## config.mk

```make
export PLATFORM = sky130hd
export DESIGN_NAME = reorder_buffer
export DESIGN_NICKNAME = d
export VERILOG_FILES = /design/src/rtl/uarch_pkg.sv /design/src/rtl/reorder_buffer.sv
export SDC_FILE = /design/constraint.sdc
export NUM_CORES = 1
export LEC_CHECK = 0
export ABC_AREA = 1
export BUFFER_PORTS_ARGS = -buffer_cell sky130_fd_sc_hd__buf_2
export CAP_MARGIN = 20
export CORE_ASPECT_RATIO = 1.2
export CORE_MARGIN = 1.5
export CORE_UTILIZATION = 34
export CTS_BUF_LIST = sky130_fd_sc_hd__clkbuf_4 sky130_fd_sc_hd__clkbuf_8
export CTS_CLUSTER_DIAMETER = 40
export CTS_CLUSTER_SIZE = 12
export DETAILED_ROUTE_END_ITERATION = 12
export SKIP_LAST_GASP = 1
export SLEW_MARGIN = 15
export SYNTH_ARGS = -nofsm -noshare
export SYNTH_HDL_FRONTEND = slang
export SYNTH_SLANG_ARGS = --single-unit
```

## constraint.sdc

```tcl
create_clock -name clk -period 5.8 [get_ports clk]
set_clock_uncertainty 0.15 [all_clocks]
set_input_delay 0 -clock clk [delete_from_list [all_inputs] [get_ports clk]]
set_output_delay 0 -clock clk [all_outputs]
set_load 0.01 [all_outputs]
```

## src/rtl/uarch_pkg.sv

```systemverilog
// Shared micro-architecture types: pipeline width, tag width and the ROB, CDB and commit records.
package uarch_pkg;
   localparam int PIPE_WIDTH  = 2;
   localparam int TAG_WIDTH   = 4;
   localparam int ROB_ENTRIES = 2**TAG_WIDTH;
   localparam int DATA_W      = 32;

   typedef struct packed {
      logic                 we;
      logic [4:0]           addr;
      logic [TAG_WIDTH-1:0] tag;
      logic [DATA_W-1:0]    data;
   } prf_commit_write_port_t;

   typedef struct packed {
      logic                 valid;
      logic [TAG_WIDTH-1:0] tag;
      logic [DATA_W-1:0]    data;
   } cdb_port_t;

   typedef struct packed {
      logic              valid;
      logic              done;
      logic [4:0]        rd;
      logic              has_rd;
      logic [DATA_W-1:0] data;
   } rob_entry_t;
endpackage

```

## src/rtl/reorder_buffer.sv

```systemverilog
// Circular in-order reorder buffer: grants and tags allocations, captures CDB results,
// retires up to PIPE_WIDTH completed entries per cycle in program order, squashes on flush.
module reorder_buffer
   import uarch_pkg::*;
#(
   parameter int DEPTH     = ROB_ENTRIES,
   parameter int CDB_PORTS = PIPE_WIDTH
) (
   input  logic                                   clk,
   input  logic                                   rst,
   input  logic                                   flush,
   input  logic [PIPE_WIDTH-1:0]                  rob_alloc_req,
   input  logic                                   rob_alloc_en,
   input  logic [PIPE_WIDTH-1:0][4:0]             rob_alloc_rd,
   input  logic [PIPE_WIDTH-1:0]                  rob_alloc_has_rd,
   output logic [PIPE_WIDTH-1:0]                  rob_alloc_gnt,
   output logic [PIPE_WIDTH-1:0][TAG_WIDTH-1:0]   rob_alloc_tags,
   input  cdb_port_t [CDB_PORTS-1:0]              cdb_ports,
   output prf_commit_write_port_t [PIPE_WIDTH-1:0] commit_write_ports,
   output logic                                   rob_empty,
   output logic                                   rob_full
);
   localparam int CNT_W = $clog2(DEPTH) + 1;
   localparam int PTR_W = TAG_WIDTH + 1;

   rob_entry_t           entries [DEPTH];
   logic [PTR_W-1:0]     head, tail;
   logic [CNT_W-1:0]     count, count_next, free, need, n_alloc, n_commit;
   logic [TAG_WIDTH-1:0] next_tag;
   logic [TAG_WIDTH-1:0] commit_idx [PIPE_WIDTH];
   logic [PIPE_WIDTH-1:0] alloc_fire, retire_p0;
   logic                 retire_run;

   // Grant looks only at the registered count so rename can use it without a loop through alloc_en.
   always_comb begin
      free          = CNT_W'(DEPTH) - count;
      need          = '0;
      next_tag      = tail[TAG_WIDTH-1:0];
      n_alloc       = '0;
      rob_alloc_gnt = '0;
      rob_alloc_tags = '0;
      alloc_fire    = '0;
      for (int i = 0; i < PIPE_WIDTH; i++) begin
         rob_alloc_tags[i] = next_tag;
         if (rob_alloc_req[i]) begin
            need             = need + CNT_W'(1);
            rob_alloc_gnt[i] = (free >= need);
            next_tag         = next_tag + TAG_WIDTH'(1);
         end
         alloc_fire[i] = rob_alloc_gnt[i] && rob_alloc_en;
         if (alloc_fire[i]) n_alloc = n_alloc + CNT_W'(1);
      end
   end

   // Stage 0: retire decision on the oldest entries, stopping at the first one not yet done.
   always_comb begin
      retire_run = 1'b1;
      n_commit   = '0;
      retire_p0  = '0;
      for (int i = 0; i < PIPE_WIDTH; i++) begin
         commit_idx[i] = head[TAG_WIDTH-1:0] + TAG_WIDTH'(i);
         retire_run    = retire_run && entries[commit_idx[i]].valid && entries[commit_idx[i]].done;
         retire_p0[i]  = retire_run;
         if (retire_run) n_commit = n_commit + CNT_W'(1);
      end
   end

   assign count_next = count + n_alloc - n_commit;

   always_ff @(posedge clk) begin
      if (rst || flush) begin
         head      <= '0;
         tail      <= '0;
         count     <= '0;
         rob_empty <= 1'b1;
         rob_full  <= 1'b0;
      end else begin
         head      <= head + PTR_W'(n_commit);
         tail      <= tail + PTR_W'(n_alloc);
         count     <= count_next;
         rob_empty <= (count_next == '0);
         rob_full  <= (count_next == CNT_W'(DEPTH));
      end
   end

   // Allocation is applied after CDB capture so a same-cycle CDB hit cannot mark a fresh entry done.
   always_ff @(posedge clk) begin
      if (rst || flush) begin
         for (int e = 0; e < DEPTH; e++) begin
            entries[e].valid <= 1'b0;
            entries[e].done  <= 1'b0;
         end
      end else begin
         for (int p = CDB_PORTS - 1; p >= 0; p--) begin
            if (cdb_ports[p].valid && entries[cdb_ports[p].tag].valid) begin
               entries[cdb_ports[p].tag].done <= 1'b1;
               entries[cdb_ports[p].tag].data <= cdb_ports[p].data;
            end
         end
         for (int i = 0; i < PIPE_WIDTH; i++) begin
            if (retire_p0[i]) entries[commit_idx[i]].valid <= 1'b0;
         end
         for (int i = 0; i < PIPE_WIDTH; i++) begin
            if (alloc_fire[i]) begin
               entries[rob_alloc_tags[i]].valid  <= 1'b1;
               entries[rob_alloc_tags[i]].done   <= 1'b0;
               entries[rob_alloc_tags[i]].rd     <= rob_alloc_rd[i];
               entries[rob_alloc_tags[i]].has_rd <= rob_alloc_has_rd[i];
            end
         end
      end
   end

   // Stage 1: registered commit write ports.
   always_ff @(posedge clk) begin
      if (rst || flush) begin
         commit_write_ports <= '0;
      end else begin
         for (int i = 0; i < PIPE_WIDTH; i++) begin
            if (retire_p0[i]) begin
               commit_write_ports[i].we   <= entries[commit_idx[i]].has_rd &&
                                             (entries[commit_idx[i]].rd != 5'd0);
               commit_write_ports[i].addr <= entries[commit_idx[i]].rd;
               commit_write_ports[i].tag  <= commit_idx[i];
               commit_write_ports[i].data <= entries[commit_idx[i]].data;
            end else begin
               commit_write_ports[i] <= '0;
            end
         end
      end
   end
endmodule

```

* After elaboration in Yosys (flattened, before gate mapping) *
Memory sizes are Yosys's and may differ from the RTL's. A register that Yosys moved wholly into a read port is not among the register bits.
Index checks and enable logic that the tools add are counted.

operators by class
  $add $sub $neg = 10
  $lt $le $gt $ge = 2
  equal/unequal tests = 1
  mux-type cells = 47
  bitwise logic cells = 2
  reduce and logical (&&, ||, !) cells = 21

operators with widths
  kind                                                 number
  2-to-1 mux 40 bit                                    6
  OR reduction 40 bit                                  6
  2-to-1 mux 4 bit                                     10
  2-to-1 mux 1 bit                                     25
  adder 5 x 1 -> 5 bit, second input constant          3
  adder 5 bit                                          3
  2-to-1 mux 3 bit                                     4
  2-to-1 mux 5 bit                                     2
  nonzero test 5 bit                                   2
  logical AND 1 bit                                    9
  adder 4 x 1 -> 4 bit, second input constant          2
  equality test 5 bit, second input constant           1
  >= comparator 5 x 1 -> 1 bit, second input constant  1
  >= comparator 5 bit                                  1
  zero test 5 bit                                      1
  subtractor 5 bit                                     1
  subtractor 5 bit, first input constant               1
  OR reduction 2 bit                                   2
  NOT 1 bit                                            2
  logical OR 1 bit                                     1

word-level totals
  register bits = 101
  bits in writable memories = 640
  logic and storage cells = 97
  memories = 1

memories
  name     words  width  read ports  clocked after memory_dff  write ports  RTL line              text
  entries  16     40     4           1                         16           reorder_buffer.sv:26  rob_entry_t entries [DEPTH];

* Depth between registers and ports, before layout *
  depth in word-level cells = 10
  depth in mapped cells = 25
  depth with buffers taken out = 21

* Worst setup path before layout *
Ideal clock, no wire load.

  path type = flip-flop to flip-flop
  from = reg head[1]
  to = reg rob_empty
  arrival = 4236 ps
  required time = 5513 ps
  slack = 1277 ps
  cell stages (with the launch flop) = 24
  path buffers = 4
  clock period less this slack = 4523 ps
  path through = dfxtp_1 > inv_1 > buf_2 > buf_1 > buf_1 > ha_1 > inv_1 > clkbuf_1 > nand3_1 > nand3_1 > nand3_1 > nand3_1 > nand2_1 > nor2_1 > ha_1 > ha_1 > inv_1 > ha_1 > fa_1 > a21oi_1 > nor2_1 > nor2_1 > xor2_1 > o21ai_0

RTL lines
  item                      RTL line              text
  start: declaration        reorder_buffer.sv:27  logic [PTR_W-1:0] head, tail;
  start signal: assignment  reorder_buffer.sv:78  head <= head + PTR_W'(n_commit);
  end signal: assignment    reorder_buffer.sv:81  rob_empty <= (count_next == '0);
  end: declaration          reorder_buffer.sv:20  output logic rob_empty,

==> flow_summary.html <==
<table>
<tr><th>Metric</th><th>Value</th></tr>
<tr><th colspan="2">Die</th></tr>
<tr><td>Core area</td><td>125000 µm²</td></tr>
<tr><td>Horizontal extent of the die</td><td>about 330 µm</td></tr>
<tr><td>Floorplan die height</td><td>around 400 µm</td></tr>
<tr><td>Number of placement rows</td><td>between 100 and 150</td></tr>
<tr><td>Starting Density</td><td>34.2%</td></tr>
<tr><td>Number of placed I/O pins</td><td>~190</td></tr>
<tr><td>Overall die area</td><td>roughly 130000 µm²</td></tr>
<tr><th colspan="2">GRT</th></tr>
<tr><td>Total routing resource utilization after global routing</td><td>25.7%</td></tr>
<tr><td>Overflow after GRT</td><td>0</td></tr>
<tr><td>First-pass GRT wire length</td><td>245000 µm</td></tr>
<tr><td>Maximum number of pins on one net before global-route repair</td><td>253</td></tr>
<tr><td>Number of global-route vias before repair</td><td>about 38000</td></tr>
<tr><td>Initial antenna violation count</td><td>22</td></tr>
<tr><th colspan="2">Layout</th></tr>
<tr><td>Nets@finish</td><td>~5700</td></tr>
<tr><td>Layout area overhead</td><td>14.9%</td></tr>
<tr><td>Final std cell area, no fill</td><td>around 50000 µm²</td></tr>
<tr><td>Most common cell after layout, fill and taps aside</td><td>sky130_fd_sc_hd__o21ai_0</td></tr>
<tr><td>Fillers</td><td>between 10000 and 15000</td></tr>
<tr><td>Share of final-layout standard cells stronger than drive strength 1</td><td>slightly above 10%</td></tr>
<tr><td>Number of standard cells in the layout, taps in and fillers out</td><td>~7400</td></tr>
<tr><td>Most frequent cells in the layout</td><td>sky130_fd_sc_hd__o21ai_0, sky130_fd_sc_hd__nand2_1, sky130_fd_sc_hd__edfxtp_1, sky130_fd_sc_hd__nor2_1, sky130_fd_sc_hd__a21oi_1</td></tr>
<tr><th colspan="2">Timing</th></tr>
<tr><td>Setup Total Neg Slack</td><td>0 ns</td></tr>
<tr><td>Fin. max-slew vios</td><td>0</td></tr>
<tr><td>Final-layout worst hold slack</td><td>0.0991 ns</td></tr>
<tr><td>Number of hold violations in the final report</td><td>0</td></tr>
<tr><td>Worst Max-Slew Pin Slew</td><td>~1.1 ns</td></tr>
<tr><td>Total of endpoints with negative setup slack in the final report</td><td>0</td></tr>
<tr><td>Fmax</td><td>203 MHz</td></tr>
<tr><td>Post-route minimum period</td><td>4.92 ns</td></tr>
<tr><td>Setup repair after global routing missed its margin</td><td>false</td></tr>
<tr><td>Worst path setup slack after routing</td><td>0.876 ns</td></tr>
<tr><td>Final critical-path share of the clock period</td><td>84.9%</td></tr>
<tr><td>Relative slew margins</td><td>25.6%</td></tr>
<tr><th colspan="2">Critical path</th></tr>
<tr><td>Crit path required time</td><td>between 6 and 7 ns</td></tr>
<tr><td>Critical path start-end classification</td><td>reg -&gt; reg</td></tr>
<tr><td>Critical path arrival</td><td>~5.6 ns</td></tr>
<tr><td>Critical path peak fanout</td><td>between 80 and 90</td></tr>
<tr><td>Cells on worst reg2reg path</td><td>11</td></tr>
<tr><td>Critical path startpoint category</td><td>register</td></tr>
<tr><td>Crit path capture type</td><td>register</td></tr>
<tr><th colspan="2">Route</th></tr>
<tr><td>Total routed wirelength</td><td>168000 µm</td></tr>
<tr><td>Via count</td><td>a little over 40000</td></tr>
<tr><td>Number of DRC markers in iteration 0</td><td>5279</td></tr>
<tr><td>ANT nets after route</td><td>0</td></tr>
<tr><td>Length of the first detailed-routing pass in iterations</td><td>6</td></tr>
<tr><td>DRC violation count after routing</td><td>0</td></tr>
<tr><td>Via-to-Cell Ratio</td><td>5.55</td></tr>
<tr><td>Wirelength per Cell</td><td>22.8 µm</td></tr>
<tr><th colspan="2">Clock network</th></tr>
<tr><td>Number of resized instances in the post-cts repair step</td><td>0</td></tr>
<tr><td>TritonCTS Sinks</td><td>between 700 and 800</td></tr>
<tr><td>Clock tree from TritonCTS</td><td>built</td></tr>
<tr><td>Clock slew at the register clock pins of the worst setup and hold paths</td><td>0.09 ns</td></tr>
<tr><td>Max Root-Sink Buffers</td><td>3</td></tr>
<tr><td>Clock insertion delay at the later pin of the skew report</td><td>between 0.8 and 0.9 ns</td></tr>
<tr><td>Cell chosen for the clock root</td><td>sky130_fd_sc_hd__clkbuf_8</td></tr>
<tr><td>Inserted Clock Buffers</td><td>about 120</td></tr>
<tr><td>Clock H-tree levels</td><td>3</td></tr>
<tr><th colspan="2">Synth</th></tr>
<tr><td>Post-Syn Area</td><td>42700 µm²</td></tr>
<tr><td>Synthesized Nets</td><td>5675</td></tr>
<tr><td>Synth warn</td><td>0</td></tr>
<tr><td>Average size of a mapped cell</td><td>about 7.7 µm²</td></tr>
<tr><td>Sequential-to-total area share from yosys stat</td><td>48.9%</td></tr>
<tr><td>Primary FF master, synth</td><td>sky130_fd_sc_hd__edfxtp_1</td></tr>
<tr><td>Synthesized instance count</td><td>about 5600</td></tr>
<tr><td>Number of flops mapped to enable cells by yosys</td><td>608</td></tr>
<tr><td>Count of state elements after synthesis</td><td>between 700 and 800</td></tr>
<tr><td>Number of different library cells in the post-synthesis netlist</td><td>43</td></tr>
<tr><td>Share of synthesized registers carrying an async set or reset</td><td>0%</td></tr>
<tr><th colspan="2">Placement</th></tr>
<tr><td>Post-DP HPWL</td><td>102000 µm</td></tr>
<tr><td>Weighted congestion at the end of routability-driven global placement</td><td>0.944</td></tr>
<tr><td>Number of buffers inserted by port buffering</td><td>around 190</td></tr>
<tr><td>Cell total after placement</td><td>6979</td></tr>
<tr><td>Post-detailed-placement cell area</td><td>about 45000 µm²</td></tr>
<tr><td>Post-place setup slack</td><td>approximately 1.2 ns</td></tr>
<tr><th colspan="2">Worst hold path</th></tr>
<tr><td>Depth of the worst hold-timing path</td><td>4</td></tr>
<tr><td>Worst hold path type</td><td>in -&gt; reg</td></tr>
<tr><th colspan="2">Power and ir drop</th></tr>
<tr><td>Leakage component of the power</td><td>19.6 nW</td></tr>
<tr><td>Max IR drop VDD</td><td>0.000218 V</td></tr>
<tr><td>Total power per unit cell area</td><td>around 240 nW/µm²</td></tr>
<tr><th colspan="2">Flow run</th></tr>
<tr><td>Max_cap viols</td><td>0</td></tr>
<tr><th colspan="2">Run status</th></tr>
<tr><td>Run status</td><td>completed</td></tr>
</table>
power by group:
group | total, mW | switching [mW] | internal (mW)
clock | 5.56 | 2.50 | 3.06
combinational | 0.644 | 0.425 | 0.219
sequential | 5.75 | 0.0133 | 5.73
total | 11.9 | 2.93 | 9.01
stage by stage:
stage	power, mW	util, %
2_1_floorplan	6.24	-
3_3_place_gp	6.41	35.7
3_5_place_dp	6.42	35.7
4_1_cts	12.0	39.2
5_1_grt	12.3	39.3
6_report	11.9	39.3
Yosys cell counts (2+ instances only):
master                        n  area, µm²
sky130_fd_sc_hd__xor2_1       5       43.8
sky130_fd_sc_hd__nor3_4       4       65.1
sky130_fd_sc_hd__nand2_2      4       25.0
sky130_fd_sc_hd__o21ai_1     39        195
sky130_fd_sc_hd__nand3_1    229       1150
sky130_fd_sc_hd__xor2_2       2       32.5
sky130_fd_sc_hd__ha_1        25        313
sky130_fd_sc_hd__nand2_1   1107       4160
sky130_fd_sc_hd__nor3_2       6       60.1
sky130_fd_sc_hd__a41oi_1      4       35.0
sky130_fd_sc_hd__a22oi_1      3       22.5
sky130_fd_sc_hd__nor3_1      15       75.1
sky130_fd_sc_hd__nand4_1     19        119
sky130_fd_sc_hd__edfxtp_1   608      18300
sky130_fd_sc_hd__nor2_4       3       33.8
sky130_fd_sc_hd__dfxtp_1    131       2620
sky130_fd_sc_hd__inv_1      384       1440
sky130_fd_sc_hd__o21ai_0   1320       6610
sky130_fd_sc_hd__fa_1         4       80.1
sky130_fd_sc_hd__nor2_2       8       50.1
sky130_fd_sc_hd__nand2_4      3       33.8
sky130_fd_sc_hd__a21oi_1    478       2390
sky130_fd_sc_hd__nor2_1     573       2150
sky130_fd_sc_hd__o211ai_1    12       90.1
sky130_fd_sc_hd__buf_2      131        656
sky130_fd_sc_hd__clkbuf_2    10       50.1
sky130_fd_sc_hd__buf_1       65        244
sky130_fd_sc_hd__clkinv_1     2       7.51
sky130_fd_sc_hd__xnor2_1      4       35.0
sky130_fd_sc_hd__clkbuf_1   265        995
sky130_fd_sc_hd__inv_2       12       45.0
sky130_fd_sc_hd__a31oi_1     40        250
sky130_fd_sc_hd__nand3_2      6       60.1
sky130_fd_sc_hd__buf_4       24        180
cell families (layout without fill, tap and decap cells):
logic type               Yosys count  in the layout  share of synthesized area, %
other                              0             12                             0
AND/OR/NAND/NOR                 1979           1979                          18.8
flip-flops                       739            739                          48.9
adder cells (fa/ha/maj)           29             29                         0.921
AO/OA/AOI/OAI                   1900           1900                          22.5
buffers and inverters            895           1042                          8.52
XOR/XNOR                          12             12                         0.325
registers in the layout (all words and copies together), names as in the netlist:
register and flops:
rob_full 1, rob_empty 1, entries 640, head 4, tail 4, count 5
commit_write_ports 84
routing by layer:
metal	vias to the layer above	wire length, µm	share of wire, %	track usage, %
met3	492	16600	9.8	4.32
met4	8	11000	6.5	15.6
met2	2344	76400	45	41.6
li1	18900	-	-	-
met1	19100	64300	38	32.1
met5	-	90	0.053	0
path summary, 6_finish.rpt:
| path | startpoint | to | slack [ns] |
|---|---|---|---|
| max reg2reg | head[0] | commit_write_ports[49] | 0.88 |
| min | cdb_ports[57] | entries[2][20] | 0.1 |
| max | head[0] | commit_write_ports[49] | 0.88 |
| min reg2reg | head[3] | head[3] | 0.32 |
cell type report:
| class | instances | area [µm²] | area share, % |
|---|---|---|---|
| multi-input combinational | 3920 | 18500 | 37.6 |
| clock buffer | 138 | 1820 | 3.71 |
| timing repair buffer | 419 | 3170 | 6.46 |
| sequential | 739 | 20900 | 42.6 |
| inverter | 399 | 1510 | 3.08 |
| antenna | 12 | 30.0 | 0.0613 |
| tap | 1656 | 2070 | 4.23 |
| clock inverter | 86 | 1080 | 2.20 |
timing repair:
action,CTS,global route
hold endpoints to repair,731,0
hold buffers,152,0
buffers inserted,0,0
worst max-delay path, cell delays in order, from the launching register on:
cell and delay, ns:
sky130_fd_sc_hd__dfxtp_4 0.71, sky130_fd_sc_hd__inv_8 0.26, sky130_fd_sc_hd__ha_4 0.35, sky130_fd_sc_hd__buf_4 0.47, sky130_fd_sc_hd__buf_4 0.88, sky130_fd_sc_hd__buf_4 0.91, sky130_fd_sc_hd__o21ai_0 0.23, sky130_fd_sc_hd__o21ai_0 0.23
sky130_fd_sc_hd__nand3_1 0.15, sky130_fd_sc_hd__nand3_1 0.13, sky130_fd_sc_hd__a21oi_1 0.05, sky130_fd_sc_hd__nor2_1 0.12
Power figures use the tool's default switching activity.
